### config.mk
export PLATFORM = sky130hd
export DESIGN_NAME = pif_si_dma
export DESIGN_NICKNAME = d
export VERILOG_FILES = /design/src/rtl/pif_si_pkg.sv /design/src/rtl/pif_si_watchdog.sv /design/src/rtl/pif_si_dma.sv
export SDC_FILE = /design/constraint.sdc
export NUM_CORES = 1
export LEC_CHECK = 0
export CORE_UTILIZATION = 25
export DETAILED_ROUTE_END_ITERATION = 16
export DONT_BUFFER_PORTS = 1
export GPL_TIMING_DRIVEN = 0
export PLACE_DENSITY = 0.44
export SLEW_MARGIN = 20
export SYNTH_ARGS = -nofsm -noshare
export SYNTH_HDL_FRONTEND = slang
export SYNTH_SLANG_ARGS = --single-unit
### constraint.sdc
create_clock -name clk_i -period 4.8 [get_ports clk_i]
set_input_delay 0.96 -clock clk_i [delete_from_list [all_inputs] [get_ports clk_i]]
set_output_delay 0.96 -clock clk_i [all_outputs]
set_load 0.005 [all_outputs]
### src/rtl/pif_si_pkg.sv
// Shared types and constants for the serial-interface DMA sequencer.
// Holds the FSM state encoding and the transfer-direction codes.
package pif_si_pkg;

   localparam int   PIF_WORDS   = 16;
   localparam logic DIR_MEM2PIF = 1'b0;
   localparam logic DIR_PIF2MEM = 1'b1;

   typedef enum logic [2:0] {
      S_IDLE,
      S_PIF_ADDR,
      S_PIF_CAP,
      S_MEM_WR,
      S_MEM_RD,
      S_PIF_WR,
      S_DONE
   } si_state_e;

endpackage

### src/rtl/pif_si_watchdog.sv
// Bus-wait watchdog: counts cycles without mem_ack while a beat is pending.
// expired_o fires on the last allowed wait cycle so the FSM can abort immediately.
module pif_si_watchdog #(
   parameter int TIMEOUT = 1023
) (
   input  logic clk_i,
   input  logic reset_n_i,
   input  logic clear_i,
   input  logic count_i,
   output logic expired_o
);

   localparam int CW = $clog2(TIMEOUT + 1);

   logic [CW-1:0] tcnt_q, tcnt_d;

   always_comb begin
      tcnt_d = tcnt_q;
      if (clear_i) begin
         tcnt_d = '0;
      end else if (count_i) begin
         tcnt_d = tcnt_q + CW'(1);
      end
   end

   always_ff @(posedge clk_i or negedge reset_n_i) begin
      if (!reset_n_i) begin
         tcnt_q <= '0;
      end else begin
         tcnt_q <= tcnt_d;
      end
   end

   assign expired_o = count_i && (tcnt_q == CW'(TIMEOUT - 1));

endmodule

### src/rtl/pif_si_dma.sv
// Serial-interface DMA sequencer moving one 64-byte PIF RAM image between
// the PIF RAM word port and the memory bus, in either direction.
module pif_si_dma
   import pif_si_pkg::*;
#(
   parameter int ADDR_W  = 24,
   parameter int WORDS   = PIF_WORDS,
   parameter int TIMEOUT = 1023
) (
   input  logic              clk_i,
   input  logic              reset_n_i,
   input  logic              start_i,
   input  logic              dir_i,
   input  logic [ADDR_W-1:0] base_addr_i,
   output logic              busy_o,
   output logic              done_o,
   output logic              error_o,
   output logic              mem_req_o,
   output logic              mem_we_o,
   output logic [ADDR_W-1:0] mem_addr_o,
   output logic [31:0]       mem_wdata_o,
   input  logic              mem_ack_i,
   input  logic [31:0]       mem_rdata_i,
   output logic [3:0]        pif_addr_o,
   output logic              pif_wren_o,
   output logic [31:0]       pif_wdata_o,
   input  logic [31:0]       pif_rdata_i
);

   si_state_e         state_q, state_d;
   logic [3:0]        idx_q, idx_d;
   logic [ADDR_W-1:0] base_q, base_d;
   logic [31:0]       dbuf_q, dbuf_d;
   logic              error_q, error_d;
   logic              in_mem, expired, last_word;

   assign in_mem    = (state_q == S_MEM_WR) || (state_q == S_MEM_RD);
   assign last_word = (idx_q == 4'(WORDS - 1));

   // The watchdog restarts whenever we are outside a bus beat, i.e. on every entry.
   pif_si_watchdog #(.TIMEOUT(TIMEOUT)) u_watchdog (
      .clk_i     (clk_i),
      .reset_n_i (reset_n_i),
      .clear_i   (!in_mem),
      .count_i   (in_mem && !mem_ack_i),
      .expired_o (expired)
   );

   always_comb begin
      state_d = state_q;
      idx_d   = idx_q;
      base_d  = base_q;
      dbuf_d  = dbuf_q;
      error_d = error_q;
      unique case (state_q)
         S_IDLE: begin
            if (start_i) begin
               base_d  = base_addr_i & ~ADDR_W'(3);
               idx_d   = '0;
               error_d = 1'b0;
               state_d = (dir_i == DIR_PIF2MEM) ? S_PIF_ADDR : S_MEM_RD;
            end
         end
         S_PIF_ADDR: state_d = S_PIF_CAP;
         S_PIF_CAP: begin
            dbuf_d  = pif_rdata_i;
            state_d = S_MEM_WR;
         end
         S_MEM_WR: begin
            if (mem_ack_i) begin
               if (last_word) begin
                  state_d = S_DONE;
               end else begin
                  idx_d   = idx_q + 4'd1;
                  state_d = S_PIF_ADDR;
               end
            end else if (expired) begin
               error_d = 1'b1;
               state_d = S_DONE;
            end
         end
         S_MEM_RD: begin
            if (mem_ack_i) begin
               dbuf_d  = mem_rdata_i;
               state_d = S_PIF_WR;
            end else if (expired) begin
               error_d = 1'b1;
               state_d = S_DONE;
            end
         end
         S_PIF_WR: begin
            if (last_word) begin
               state_d = S_DONE;
            end else begin
               idx_d   = idx_q + 4'd1;
               state_d = S_MEM_RD;
            end
         end
         S_DONE:  state_d = S_IDLE;
         default: state_d = S_IDLE;
      endcase
   end

   always_ff @(posedge clk_i or negedge reset_n_i) begin
      if (!reset_n_i) begin
         state_q <= S_IDLE;
         idx_q   <= '0;
         base_q  <= '0;
         dbuf_q  <= '0;
         error_q <= 1'b0;
      end else begin
         state_q <= state_d;
         idx_q   <= idx_d;
         base_q  <= base_d;
         dbuf_q  <= dbuf_d;
         error_q <= error_d;
      end
   end

   // Moore outputs decoded purely from registered state; the adder wraps at the top of memory.
   assign busy_o      = (state_q != S_IDLE);
   assign done_o      = (state_q == S_DONE);
   assign error_o     = error_q;
   assign mem_req_o   = in_mem;
   assign mem_we_o    = (state_q == S_MEM_WR);
   assign mem_addr_o  = base_q + ADDR_W'({idx_q, 2'b00});
   assign mem_wdata_o = dbuf_q;
   assign pif_addr_o  = idx_q;
   assign pif_wren_o  = (state_q == S_PIF_WR);
   assign pif_wdata_o = dbuf_q;

endmodule
==> summary by stage, run 1 <==
CTS
After clock tree synthesis, the flow added hold-fix buffers numbering 0. The tree is rooted in a clkbuf_16. The clock buffer count from CTS is 9. The number of clock sinks seen by CTS is 72. The total of cells resized after clock tree synthesis is 0. The number of levels in the clock H-tree is 3. TritonCTS built the clock tree. The maximum clock insertion buffer count is 2. After clock tree synthesis, the setup repair step added 0 buffers. The clock insertion delay at the later pin of the skew report is 340 ps. The clock transition at the registers of the reported paths is 60 ps.

Setup path
The worst path required time is 3840 ps. The startpoint identified for the worst register-to-register timing path is state_q[2]$_DFFE_PN0P_. The sort of element at the end of the critical path is an output port.

The kind of start point of the critical path is a flop. The arrival time of the worst setup path is 2820 ps. The flop-to-flop setup slack is 2890 ps. Counting both buffers and inverters, the worst setup path holds a total of 0. The largest stage delay on the critical path is 690 ps. By startpoint and endpoint, the worst setup path is classified as flop to output port.

The terminus of the critical flop-to-flop path is mem_wdata_o[13]$_DFFE_PN0P_. In this design, the largest share of critical-path delay is due to compound AO/OA/AOI/OAI gates. The cell with the biggest individual delay on the critical path is a21oi_1. The depth of the worst register-to-register path is 5. Walking the worst path, the cells encountered are ha_1 > fa_1 > a21o_1 > a21oi_1 > nor3_1 > xnor2_1. The total number of cells along the worst setup path is 6. The top fanout value on the critical path is 9.

Route
The routed wire length is 10800 microns. The first-pass detailed-route iteration total is 4. Using the TritonRoute via totals, the vias-per-cell ratio works out to 4.53. The total vias in the final route is 3092. The routed wire length per instance is 15.9 microns.

Once detail routing completed, the nets flagged for antenna violations numbered 0. In the routed design, unresolved DRC markers number 0. For this block, the initial DRC count from the detailed router was 138.

Layout
The leading cell type in the layout, fill and taps excluded is nand2_1. The share of layout cells above drive strength 1 is 0.135. The number of standard cells in the final layout excluding fillers is 682.

0 antenna diodes ended up in the layout. The number of filler cells placed in the layout is 1665. From synthesis to final layout, the design area changed by 14.4%. The final net count is 562. In the layout the commonest cells are nand2_1 (80), dfrtp_1 (72), nor2_1 (52), a21oi_1 (39), buf_4 (35).

Timing
The number of pins with negative max-slew slack in the final report is 0. Setup repair after global routing left no endpoint under its margin. The highest clock rate is 265 MHz. The share of the clock period used by the worst path after layout is 0.787. Counting I/O delays and the setup requirement, the final critical path takes 3780 ps.

The transition time at the pin with the least slew margin is 870 ps. Once routing completed, OpenROAD measured the worst setup slack at 1020 ps. Setup violations remaining at the end of the flow were counted as 0.

The sum of negative setup slack is 0 ps. Between clock sinks in the finished design, the worst skew comes to 7.60 ps. The headroom to the max-slew limit is 0.420. The total count of hold-check failures in the final report is 0.

Logic synthesis
The share of synthesized area occupied by flip-flops and latches is 0.446. The synthesized design spends more area on one cell type than any other, namely dfrtp_1. The unique cell type count in the Yosys netlist is 43. In this run, synthesis inferred 0 flip-flops with an integrated enable.

Synthesis inferred 72 register bits. The most instantiated flip-flop cell in the synthesis netlist is dfrtp_1. The proportion of register bits with asynchronous set or reset after synthesis is 1.00. During synthesis, Yosys emitted a total of 0 warnings.

The share of the synthesized area in the top cell type is 0.446. The summed instance area of the synthesized netlist is 4040 sq um. Ranked by total cell area, the synthesized netlist is headed by dfrtp_1 (45%), mux2i_1 (8.2%), nand2_1 (7.4%), buf_4 (6.5%), a21oi_1 (4.8%). The cell count after synthesis is 449. The synthesized area per cell is 9.00 sq um.

Power and ir drop
The combinational fraction of design power is 0.393. The fraction of power consumed by the clock network is 0.228. The internal power of the cells totals 1820 uW. The power density over the cells is 658 nW/um^2. Of the total power, registers draw 0.379. IR analysis of the VDD net gives a maximum drop of 0.000171 V. For this design the static power due to leakage is 0.00198 uW. Of the total power, the share spent switching nets is 0.401. In this run the power spent charging and discharging nets is 1220 uW.

Die
The core region is 15800 sq um. 191 I/O pins were placed. The die covers 16700 sq um.

The initial cell density of the core is 0.255. In this run the vertical extent of the chip is 129 microns. The number of rows in the core area is 46.

In this run the horizontal extent of the chip is 129 microns.

GRT
The met3 routing resource usage after global routing is 0.0310. The global routing's busiest layer is met2. The first global-routing pass estimated 16300 microns of wire. The initial antenna violation count is 0. The global-route usage over all layers is 0.131. In the global route stage, met1 resource usage came out at 0.159.

Global routing finished with a remaining overflow of 0. The fraction of met2 tracks used by global routing is 0.215. Entering global routing, the biggest net connects 73 pins. The via count of the first global-routing pass was 2921.

Place
Routability-driven placement finished with a final weighted congestion of 0.782. The total instance count after detailed placement is 666. The post-place setup slack is 1370 ps. Detailed placement ended at an HPWL of 8090 microns. The number of I/O port buffers is 0.

Flow run
The max capacitance violation total is 0.

Run status
The run finished with clean final reports.

Hold path
The tightest min-delay check is of the input port to async pin type.
[power by group through the flow]
stage	registers (uW)	clock network [uW]	logic, uW
floorplan	1080	0	978
global placement	1160	0	1200
detailed placement	1170	0	1220
CTS	1160	728	1220
global route	1200	750	1360
finish	1150	693	1190
[sequential cells by signal (all words and copies together) (netlist names)]
register           count
base_q                22
error_o                1
mem_wdata_o           32
pif_addr_o             4
state_q                3
u_watchdog.tcnt_q     10
[area by class of cell]
| type | count | area, sq um | area share |
|---|---|---|---|
| Buffer | 54 | 343 | 0.0742 |
| Clock buffer | 11 | 253 | 0.0547 |
| Clock inverter | 5 | 55.1 | 0.0119 |
| Inverter | 7 | 26.3 | 0.00568 |
| Multi-Input combinational cell | 317 | 1870 | 0.405 |
| Sequential cell | 72 | 1800 | 0.390 |
| Tap cell | 216 | 270 | 0.0585 |
[through the flow]
step	cell area, sq um	hold slack, ps	total power [uW]	utilization
floorplan	4050	450	2060	-
global placement	4320	469	2360	0.273
detailed placement	4320	478	2380	0.273
CTS	4620	287	3100	0.292
finish	4620	310	3040	0.292
global route	4620	289	3310	0.292
[cell usage after synthesis, types with 3 or more instances]
cell type / instances
nand2_1: 80
dfrtp_1: 72
nor2_1: 52
a21oi_1: 39
buf_4: 35
mux2i_1: 33
xnor2_1: 15
clkbuf_1: 12
xor2_1: 12
nand3_1: 10
nand4_1: 10
nor3_1: 10
buf_2: 7
ha_1: 7
inv_1: 7
o21ai_0: 5
a21o_1: 3
and2_1: 3
and3b_1: 3
nand3b_1: 3
nor2b_1: 3
[worst max-delay path by stage]
stage,start,to,slack [ps]
after floorplan,pif_addr_o[0]$_DFFE_PN0P_,mem_addr_o[22],1840
after global placement,pif_addr_o[0]$_DFFE_PN0P_,mem_addr_o[22],1360
after detailed placement,pif_addr_o[0]$_DFFE_PN0P_,mem_addr_o[22],1370
after CTS,pif_addr_o[0]$_DFFE_PN0P_,mem_addr_o[22],980
after global routing,pif_addr_o[0]$_DFFE_PN0P_,mem_addr_o[22],800
final,pif_addr_o[0]$_DFFE_PN0P_,mem_addr_o[22],1020
[worst reg2reg max path: stages (launching register included)]
cell and delay (ps):
dfrtp_1 380, buf_2 210, nand3b_1 110, a21oi_2 440, clkbuf_1 460, a21oi_1 150
[logic make-up (layout without fill, tap and decap cells)]
family	after synthesis	count (layout)	share of synthesized area
mux	33	33	0.0817
compound gates	59	59	0.0836
buf+inv	61	77	0.0913
fa+ha+maj	8	8	0.0266
other cells	1	2	0.000928
simple gates	188	188	0.211
xor+xnor	27	27	0.0585
flops	72	72	0.446
[per-layer routing]
layer	up-vias	share of wire	wire length, microns
met4	0	0.020	214
li1	1500	-	-
met3	13	0.064	694
met1	1449	0.43	4700
met5	-	0	0
met2	130	0.48	5240
(Power assumes the default switching activity.)
==> inputs of run 2 (changes only) <==
==> constraint.sdc (replaced) <==
create_clock -name clk_i -period 3.9 [get_ports clk_i]
set_input_delay 0.78 -clock clk_i [delete_from_list [all_inputs] [get_ports clk_i]]
set_output_delay 0.78 -clock clk_i [all_outputs]
set_load 0.005 [all_outputs]
==> results of run 2 <==
Same layout as run 1 (identical final DEF). Status: complete, no violations.
Among the figures that moved: setup slack after placement 1370 ps -> 651 ps; setup slack after layout 1020 ps -> 302 ps; hold slack 310 ps -> 130 ps; register-to-register setup slack 2890 ps -> 1990 ps; total power 3040 uW -> 3740 uW; worst IR drop on VDD 0.000171 V -> 0.000210 V
